[config.mk]
export PLATFORM = sky130hd
export DESIGN_NAME = atm_session_ctrl
export DESIGN_NICKNAME = d
export VERILOG_FILES = /design/src/rtl/atm_session_ctrl.sv
export SDC_FILE = /design/constraint.sdc
export NUM_CORES = 1
export LEC_CHECK = 0
export BUFFER_PORTS_ARGS = -buffer_cell sky130_fd_sc_hd__buf_2
export CAP_MARGIN = 10
export CORE_MARGIN = 2
export CORE_UTILIZATION = 54
export CTS_CLUSTER_DIAMETER = 200
export DETAILED_ROUTE_END_ITERATION = 10
export PLACE_DENSITY = 0.78
export SETUP_SLACK_MARGIN = 0.1
export SYNTH_ARGS = -nofsm -noshare
export SYNTH_HDL_FRONTEND = slang
export SYNTH_SLANG_ARGS = --single-unit
[constraint.sdc]
create_clock -name clk -period 3.4 [get_ports clk]
set_input_delay 0.68 -clock clk [delete_from_list [all_inputs] [get_ports clk]]
set_output_delay 0.68 -clock clk [all_outputs]
set_load 0.05 [all_outputs]
[src/rtl/atm_session_ctrl.sv]
// ATM card-session controller: PIN entry, menu/transaction flow, timed card
// eject and capture. Every output is a registered copy of next-state decodes.
module atm_session_ctrl #(
  parameter int MAX_TRIES   = 3,
  parameter int HOLD_CYCLES = 4
) (
  input  logic       clk,
  input  logic       rst,
  input  logic       card_in,
  input  logic       pin_valid,
  input  logic       pin_ok,
  input  logic       op_valid,
  input  logic       op_done,
  input  logic       cancel,
  input  logic       timeout,
  output logic       tmr_start,
  output logic       tmr_restart,
  output logic       eject,
  output logic       card_retain,
  output logic       session_active,
  output logic [2:0] state,
  output logic [2:0] attempts
);

  typedef enum logic [2:0] {
    S_IDLE   = 3'd0,
    S_PIN    = 3'd1,
    S_MENU   = 3'd2,
    S_TXN    = 3'd3,
    S_EJECT  = 3'd4,
    S_RETAIN = 3'd5
  } state_t;

  localparam logic [2:0] LP_MAX  = 3'(MAX_TRIES);
  localparam logic [7:0] LP_HOLD = 8'(HOLD_CYCLES);

  state_t     r_state;
  state_t     w_nxt;
  logic [7:0] r_hold;
  logic [2:0] r_attempts;
  logic [2:0] w_new_att;
  logic       w_wrong_pin;
  logic       w_hold_entry;
  logic       r_tmr_start;
  logic       r_tmr_restart;
  logic       r_eject;
  logic       r_card_retain;
  logic       r_session_active;

  // Card removal outranks cancel, which outranks timeout, which outranks user pulses.
  always_comb begin
    w_nxt       = r_state;
    w_wrong_pin = 1'b0;
    w_new_att   = r_attempts;
    case (r_state)
      S_IDLE: begin
        if (card_in) w_nxt = S_PIN;
      end
      S_PIN: begin
        if (!card_in)               w_nxt = S_IDLE;
        else if (cancel || timeout) w_nxt = S_EJECT;
        else if (pin_valid) begin
          if (pin_ok) w_nxt = S_MENU;
          else begin
            w_wrong_pin = 1'b1;
            w_new_att   = (r_attempts >= LP_MAX) ? LP_MAX : r_attempts + 3'd1;
            w_nxt       = (w_new_att == LP_MAX) ? S_RETAIN : S_PIN;
          end
        end
      end
      S_MENU: begin
        if (!card_in)               w_nxt = S_IDLE;
        else if (cancel || timeout) w_nxt = S_EJECT;
        else if (op_valid)          w_nxt = S_TXN;
      end
      S_TXN: begin
        if (!card_in)     w_nxt = S_IDLE;
        else if (op_done) w_nxt = S_MENU;
      end
      S_EJECT: begin
        if (r_hold == 8'd0 && !card_in) w_nxt = S_IDLE;
      end
      S_RETAIN: begin
        if (r_hold <= 8'd1) w_nxt = S_IDLE;
      end
      default: w_nxt = S_IDLE;
    endcase
  end

  assign w_hold_entry = (w_nxt != r_state) && (w_nxt == S_EJECT || w_nxt == S_RETAIN);

  always_ff @(posedge clk or negedge rst) begin
    if (!rst) begin
      r_state          <= S_IDLE;
      r_attempts       <= 3'd0;
      r_hold           <= 8'd0;
      r_tmr_start      <= 1'b0;
      r_tmr_restart    <= 1'b0;
      r_eject          <= 1'b0;
      r_card_retain    <= 1'b0;
      r_session_active <= 1'b0;
    end else begin
      r_state <= w_nxt;
      if (r_state == S_IDLE && w_nxt == S_PIN) r_attempts <= 3'd0;
      else                                     r_attempts <= w_new_att;
      // Hold counter counts HOLD_CYCLES down to zero and parks there.
      if (w_hold_entry)         r_hold <= LP_HOLD;
      else if (r_hold != 8'd0)  r_hold <= r_hold - 8'd1;
      r_eject          <= (w_nxt == S_EJECT)  && (w_hold_entry || r_hold > 8'd1);
      r_card_retain    <= (w_nxt == S_RETAIN) && (w_hold_entry || r_hold > 8'd1);
      r_tmr_start      <= (w_nxt == S_PIN) || (w_nxt == S_MENU);
      r_session_active <= (w_nxt == S_PIN) || (w_nxt == S_MENU) || (w_nxt == S_TXN);
      r_tmr_restart    <= ((w_nxt == S_PIN)  && (r_state != S_PIN || w_wrong_pin)) ||
                          ((w_nxt == S_MENU) && (r_state != S_MENU));
    end
  end

  assign state          = r_state;
  assign attempts       = r_attempts;
  assign tmr_start      = r_tmr_start;
  assign tmr_restart    = r_tmr_restart;
  assign eject          = r_eject;
  assign card_retain    = r_card_retain;
  assign session_active = r_session_active;

endmodule

# [Word level (Yosys, flattened, before mapping)]
# Cells that the tools add are included.
[word_totals] regBits=19 in_bits=9
[classes] addsub=2 order_cmp=3 n_eq_ne=16 n_mux=28 n_reduce_logical=23
[op_table] op="$mux W3" count=20
[op_table] op="$pmux W3 S6" count=1
[op_table] op="$mux W8" count=2
[op_table] op="$eq A3 B2 Y1 const B" count=5
[op_table] op="$eq A3 B3 Y1 const B" count=4
[op_table] op="$gt A8 B1 Y1 const B" count=1
[op_table] op="$le A8 B1 Y1 const B" count=1
[op_table] op="$logic_not A8 Y1" count=1
[op_table] op="$reduce_bool A2 Y1" count=4
[op_table] op="$reduce_bool A8 Y1" count=1
[op_table] op="$sub A8 B1 Y8 const B" count=1
[op_table] op="$logic_and A1 B1 Y1" count=7
[op_table] op="$logic_or A1 B1 Y1" count=7
[op_table] op="$eq A3 B1 Y1 const B" count=2
[op_table] op="$mux W1" count=5
[op_table] op="$reduce_and A5 Y1" count=1
[op_table] op="$ne A2 B1 Y1 const B" count=2
[op_table] op="$add A3 B1 Y3 const B" count=1
[op_table] op="$ge A3 B2 Y1 const B" count=1
[op_table] op="$logic_not A3 Y1" count=1
[op_table] op="$ne A3 B1 Y1 const B" count=1
[op_table] op="$ne A3 B2 Y1 const B" count=1
[op_table] op="$ne A3 B3 Y1" count=1
[op_table] op="$logic_not A1 Y1" count=1

# [Longest topological paths before layout]
[logic_depth] ltp_word=14 depth_mapped=8

# [Worst setup path after synthesis]
# Ideal clock, no wire load.
[synth_path] path_kind="reg-to-reg" from="reg r_attempts[0], in the netlist attempts[0]" to="reg r_tmr_restart, in the netlist tmr_restart" t_arrival_ns=2.309 path_slack_ns=0.996 stages_incl_launch_ff=9 n_path_buf=1 period_less_slack_ns=2.404 path_cell_list="dfrtp_1 ha_1 ha_1 a211o_1 o2111ai_1 a21oi_2 or2_1 clkbuf_1 o32ai_2"
[synth_via] elab_chain_len=12 word_cells_on_any_way=15
[synth_lines] item="start: declaration" line="40" source="logic [2:0] r_attempts;"
[synth_lines] item="start signal: assignment" line="105" source="else r_attempts <= w_new_att;"
[synth_lines] item="$add A3 B1 Y3 or $ge A3 B2 Y1 (tied branches)" line="66" source="w_new_att = (r_attempts >= LP_MAX) ? LP_MAX : r_attempts + 3'd1;"
[synth_lines] item="$mux W3 *" line="66"
[synth_lines] item="$eq A3 B2 Y1 *" line="67" source="w_nxt = (w_new_att == LP_MAX) ? S_RETAIN : S_PIN;"
[synth_lines] item="$mux W3 *" line="67"
[synth_lines] item="$mux W3 *" line="63" source="if (pin_ok) w_nxt = S_MENU;"
[synth_lines] item="$mux W3 *" line="62" source="else if (pin_valid) begin"
[synth_lines] item="$mux W3 *" line="61" source="else if (cancel || timeout) w_nxt = S_EJECT;"
[synth_lines] item="$mux W3 *" line="60" source="if (!card_in) w_nxt = S_IDLE;"
[synth_lines] item="$pmux W3 S6 *" line="55" source="case (r_state)"
[synth_lines] item="via w_nxt[2]" line="38" source="state_t w_nxt;"
[synth_lines] item="$eq A3 B1 Y1 or $eq A3 B2 Y1 (tied branches)" line="113, 114"
[synth_lines] item="$logic_and A1 B1 Y1 (on tied branches)" line="113, 114"
[synth_lines] item="$logic_or A1 B1 Y1 *" line="113" source="r_tmr_restart <= ((w_nxt == S_PIN) && (r_state != S_PIN || w_wrong_pin)) ||"
[synth_lines] item="end signal: assignment" line="113"
[synth_lines] item="end: declaration" line="45" source="logic r_tmr_restart;"
# The timed path passes the listed nets; every way through them passes the cells marked *.
# A chain may end at the register's enable or synchronous reset.

# [Worst setup path after layout]
[layout_path] from="reg r_hold[0]" to="reg r_tmr_restart, in the netlist tmr_restart"
[layout_via] elab_chain_len=7 word_cells_on_any_way=11
[layout_lines] item="start: declaration" line="39" source="logic [7:0] r_hold;"
[layout_lines] item="start signal: assignment" line="108" source="else if (r_hold != 8'd0) r_hold <= r_hold - 8'd1;"
[layout_lines] item="branches (longest 3 deep; another with $le A8 B1 Y1)"
[layout_lines] item="$pmux W3 S6 *" line="55"
[layout_lines] item="via w_nxt[0]" line="38"
[layout_lines] item="$eq A3 B1 Y1 or $eq A3 B2 Y1 (tied branches)" line="113, 114"
[layout_lines] item="$logic_and A1 B1 Y1 (on tied branches)" line="113, 114"
[layout_lines] item="$logic_or A1 B1 Y1 *" line="113"
# Mark *: on every way through the listed nets, which the timed path passes.

==> impl_metrics.toml <==
[sta]
grt_setup_unrepaired = "no"
skew_ps = 6.85
max_freq_mhz = 438
report.final.slew_viol_count = 0
period_needed_ps = 2280
fin_tns_setup_ps = 0
tightest_slew_ps = 529
finalHoldViolCount = 0
finalSetupViolCount = 0
fin_crit_sh_pct = 67.1
timing.slew.headroom_pct = 64.5

[floorplanning]
io_pins = 20
die_w_um = 49.0
die_h_um = 49.0
start_util_pct = 56.2
dieArea_um2 = 2400
std_cell_rows = 16
core_area_um2 = 1940

[synth]
async_reset_ff_share_pct = 100
synth-edff-count = 0
syn-instance-count = 111
synth_compound_area_share_pct = 16.6
synth_xor_area_share_pct = 4.82
synth.area.mux_share_pct = 0.917
ys_seq_area_share_pct = 43.6
synthSimpleGateAreaFrac_pct = 25.2
syn_avg_cell_area_um2 = 9.83
yosys.area.top_type = "dfrtp_1"
synth.net_count = 125
synth_area_leaders = "dfrtp_1 (44%), nor2_1 (6.2%), ha_1 (5.7%)"
synth_area_um2 = 1090
yosysWarnings = 0
synth_top_family_by_area = "simple AND/OR/NAND/NOR gates"
ys_types = 39
synth_fa_ha_area_share_pct = 5.73
ys_ff_latch = 19
synth-main-ff-cell = "dfrtp_1"
synth_top_cell_area_share_pct = 43.6

[outcome]
status = "finished clean"

[power_and_ir_drop]
internal_power_mw = 0.278
pwr-share-seq_pct = 63.6
power.leakage_nw = 0.577
powerDensity_nw_per_um2 = 288
netSwitchingPower_mw = 0.0779
p_sw_share_pct = 21.9
p_comb_share_pct = 4.8
vdd_ir_drop_max_v = 0.000195
pwr-share-clk_pct = 31.6
power.total_mw = 0.356

[placement]
port_buffers = 19
dp_hpwl_um = 1730
gp_congestion = 0.834

[finish]
nets = 147
n_antenna_cell = 0
regArea_um2 = 475
drive_gt1_share_pct = 24.2
syn_to_final_growth_pct = 13.2
num-fill-cells = 166
multiInputGateArea_um2 = 582

[clock_network]
insertion_delay_ps = 290
clkSinkCount = 19
postCtsSetupRepairBufs = 0
cts_tree = "built"
root_buffer = "clkbuf_4"
cts_max_level = 1
clk_pin_slew_ps = 110
clock_tree.buffer_depth = 2
cts_buffers = 3
cts_hold_buf = 0
cts_resized = 0

[routing]
route.detailed.drc = 0
wl_per_cell_um = 14.1
viasPerCell = 5.74
totalWireLength_um = 2230
first_pass_iters = 4
initialDrtViolationCount = 38
drtAntennaViolNets = 0
vias = 912

[critical_path]
crit_fanout = 5
crit_required_ps = 3600
crit_type = "flip-flop to flip-flop"
cp-end-kind = "flip-flop"
worst_ep_arrival_time_ps = 2480
start_kind = "flip-flop"

[worst_hold_path]
hold_path.class = "input pin to asynchronous set/reset pin"

[global_routing]
track_usage_pct = 20.5
grt_pass1_wl_um = 3790
grt_start_max_net_pins = 20
busiest_layer = "met2"
met1_usage_pct = 28.8
antenna_found_initial = 0
grt_pass1_vias = 841
grt-ovfl-total = 0
use_met3_pct = 2.76
use_met2_pct = 34.0

[job]
cap_violations = 0
[sequential cells by signal, summed over array words and instances, names as in the netlist]
register and flops:
attempts 3, r_hold 8, state 3, eject 1, tmr_restart 1, tmr_start 1
card_retain 1, session_active 1
[layout make-up]
type,count,share of cell area [%]
inverter,6,1.82
clock buffer,4,2.13
timing repair buffer,19,7.70
sequential,19,38.5
tap,27,2.74
multi-input combinational,84,47.1
[Yosys cell counts, drive strengths merged (2+ instances only)]
library cell  number
a31oi              2
or2                4
nor2b              4
xnor2              4
or4                2
o32ai              2
o21ai              4
and3               3
nor3               4
ha                 5
dfrtp             19
o221a              2
nand3              3
inv                6
xor2               2
nor2              18
o21bai             2
a21oi              2
a211oi             3
nor4               2
nand2b             5
[stage by stage]
stage	instance area (um2)	hold slack, ps	setup WS, ps	util [%]	instances
after global routing	1230	327	969	63.6	159
after floorplan	1090	384	996	-	111
after global placement	1210	567	1190	62.2	155
after CTS	1230	320	1130	63.6	159
final	1230	301	1120	63.6	159
after detailed placement	1210	554	1150	62.2	155
[worst paths after layout]
kind | cells past startpoint | slack, ps | start | to
min reg2reg | 2 | 580 | r_hold[7] | r_hold[7]
max | 7 | 1120 | r_hold[0] | tmr_restart
max in group asynchronous | 1 | 2800 | rst | r_hold[1]
max reg2reg | 7 | 1120 | r_hold[0] | tmr_restart
min | 1 | 300 | rst | attempts[2]
min in group clk | 2 | 580 | r_hold[7] | r_hold[7]
[cell usage in the layout, fill, tap and decap left out, types with 2 or more instances in the layout]
cell type,synthesis,final
dfrtp_1,19,19
buf_2,0,19
nor2_1,18,18
inv_1,6,6
nand2b_1,5,5
ha_1,5,5
nor2b_1,4,4
xnor2_1,4,4
nor3_1,4,4
or2_2,3,3
o21ai_0,3,3
and3_1,3,3
a211oi_1,3,3
nand3_1,3,3
clkbuf_4,0,3
nor4_2,2,2
a31oi_1,2,2
o21bai_1,2,2
o221a_2,2,2
xor2_1,2,2
[cell families (layout without fill, tap and decap cells)]
family | after synthesis | count (layout)
AOI/OAI and AO/OA | 23 | 23
muxes | 1 | 1
and+or+nand+nor | 49 | 49
xor gates and xnor gates | 6 | 6
buffers and inverters | 8 | 29
DFF | 19 | 19
adders and majority gates | 5 | 5
[per-layer routing]
| metal | vias up | part of all wire [%] |
|---|---|---|
| met2 | 27 | 48 |
| met1 | 440 | 47 |
| met3 | 2 | 4.6 |
| met4 | 0 | 0.36 |
| li1 | 443 | - |
| met5 | - | 0 |
[power by group through the flow]
stage / registers [mW] / logic [mW] / clock network, mW
after CTS: 0.226 / 0.0174 / 0.114
after floorplan: 0.232 / 0.00484 / 0
after detailed placement: 0.231 / 0.0173 / 0
final: 0.226 / 0.0171 / 0.112
after global routing: 0.227 / 0.0196 / 0.126
after global placement: 0.231 / 0.0170 / 0
[critical path: stages, from the launching register on]
cell and delay (ps):
dfrtp_1 450, inv_1 90, ha_1 250, or2_2 300
and3_1 180, o32ai_1 380, o21ai_1 230, o32ai_2 290
Note: power is estimated with default switching activity, not from simulation.
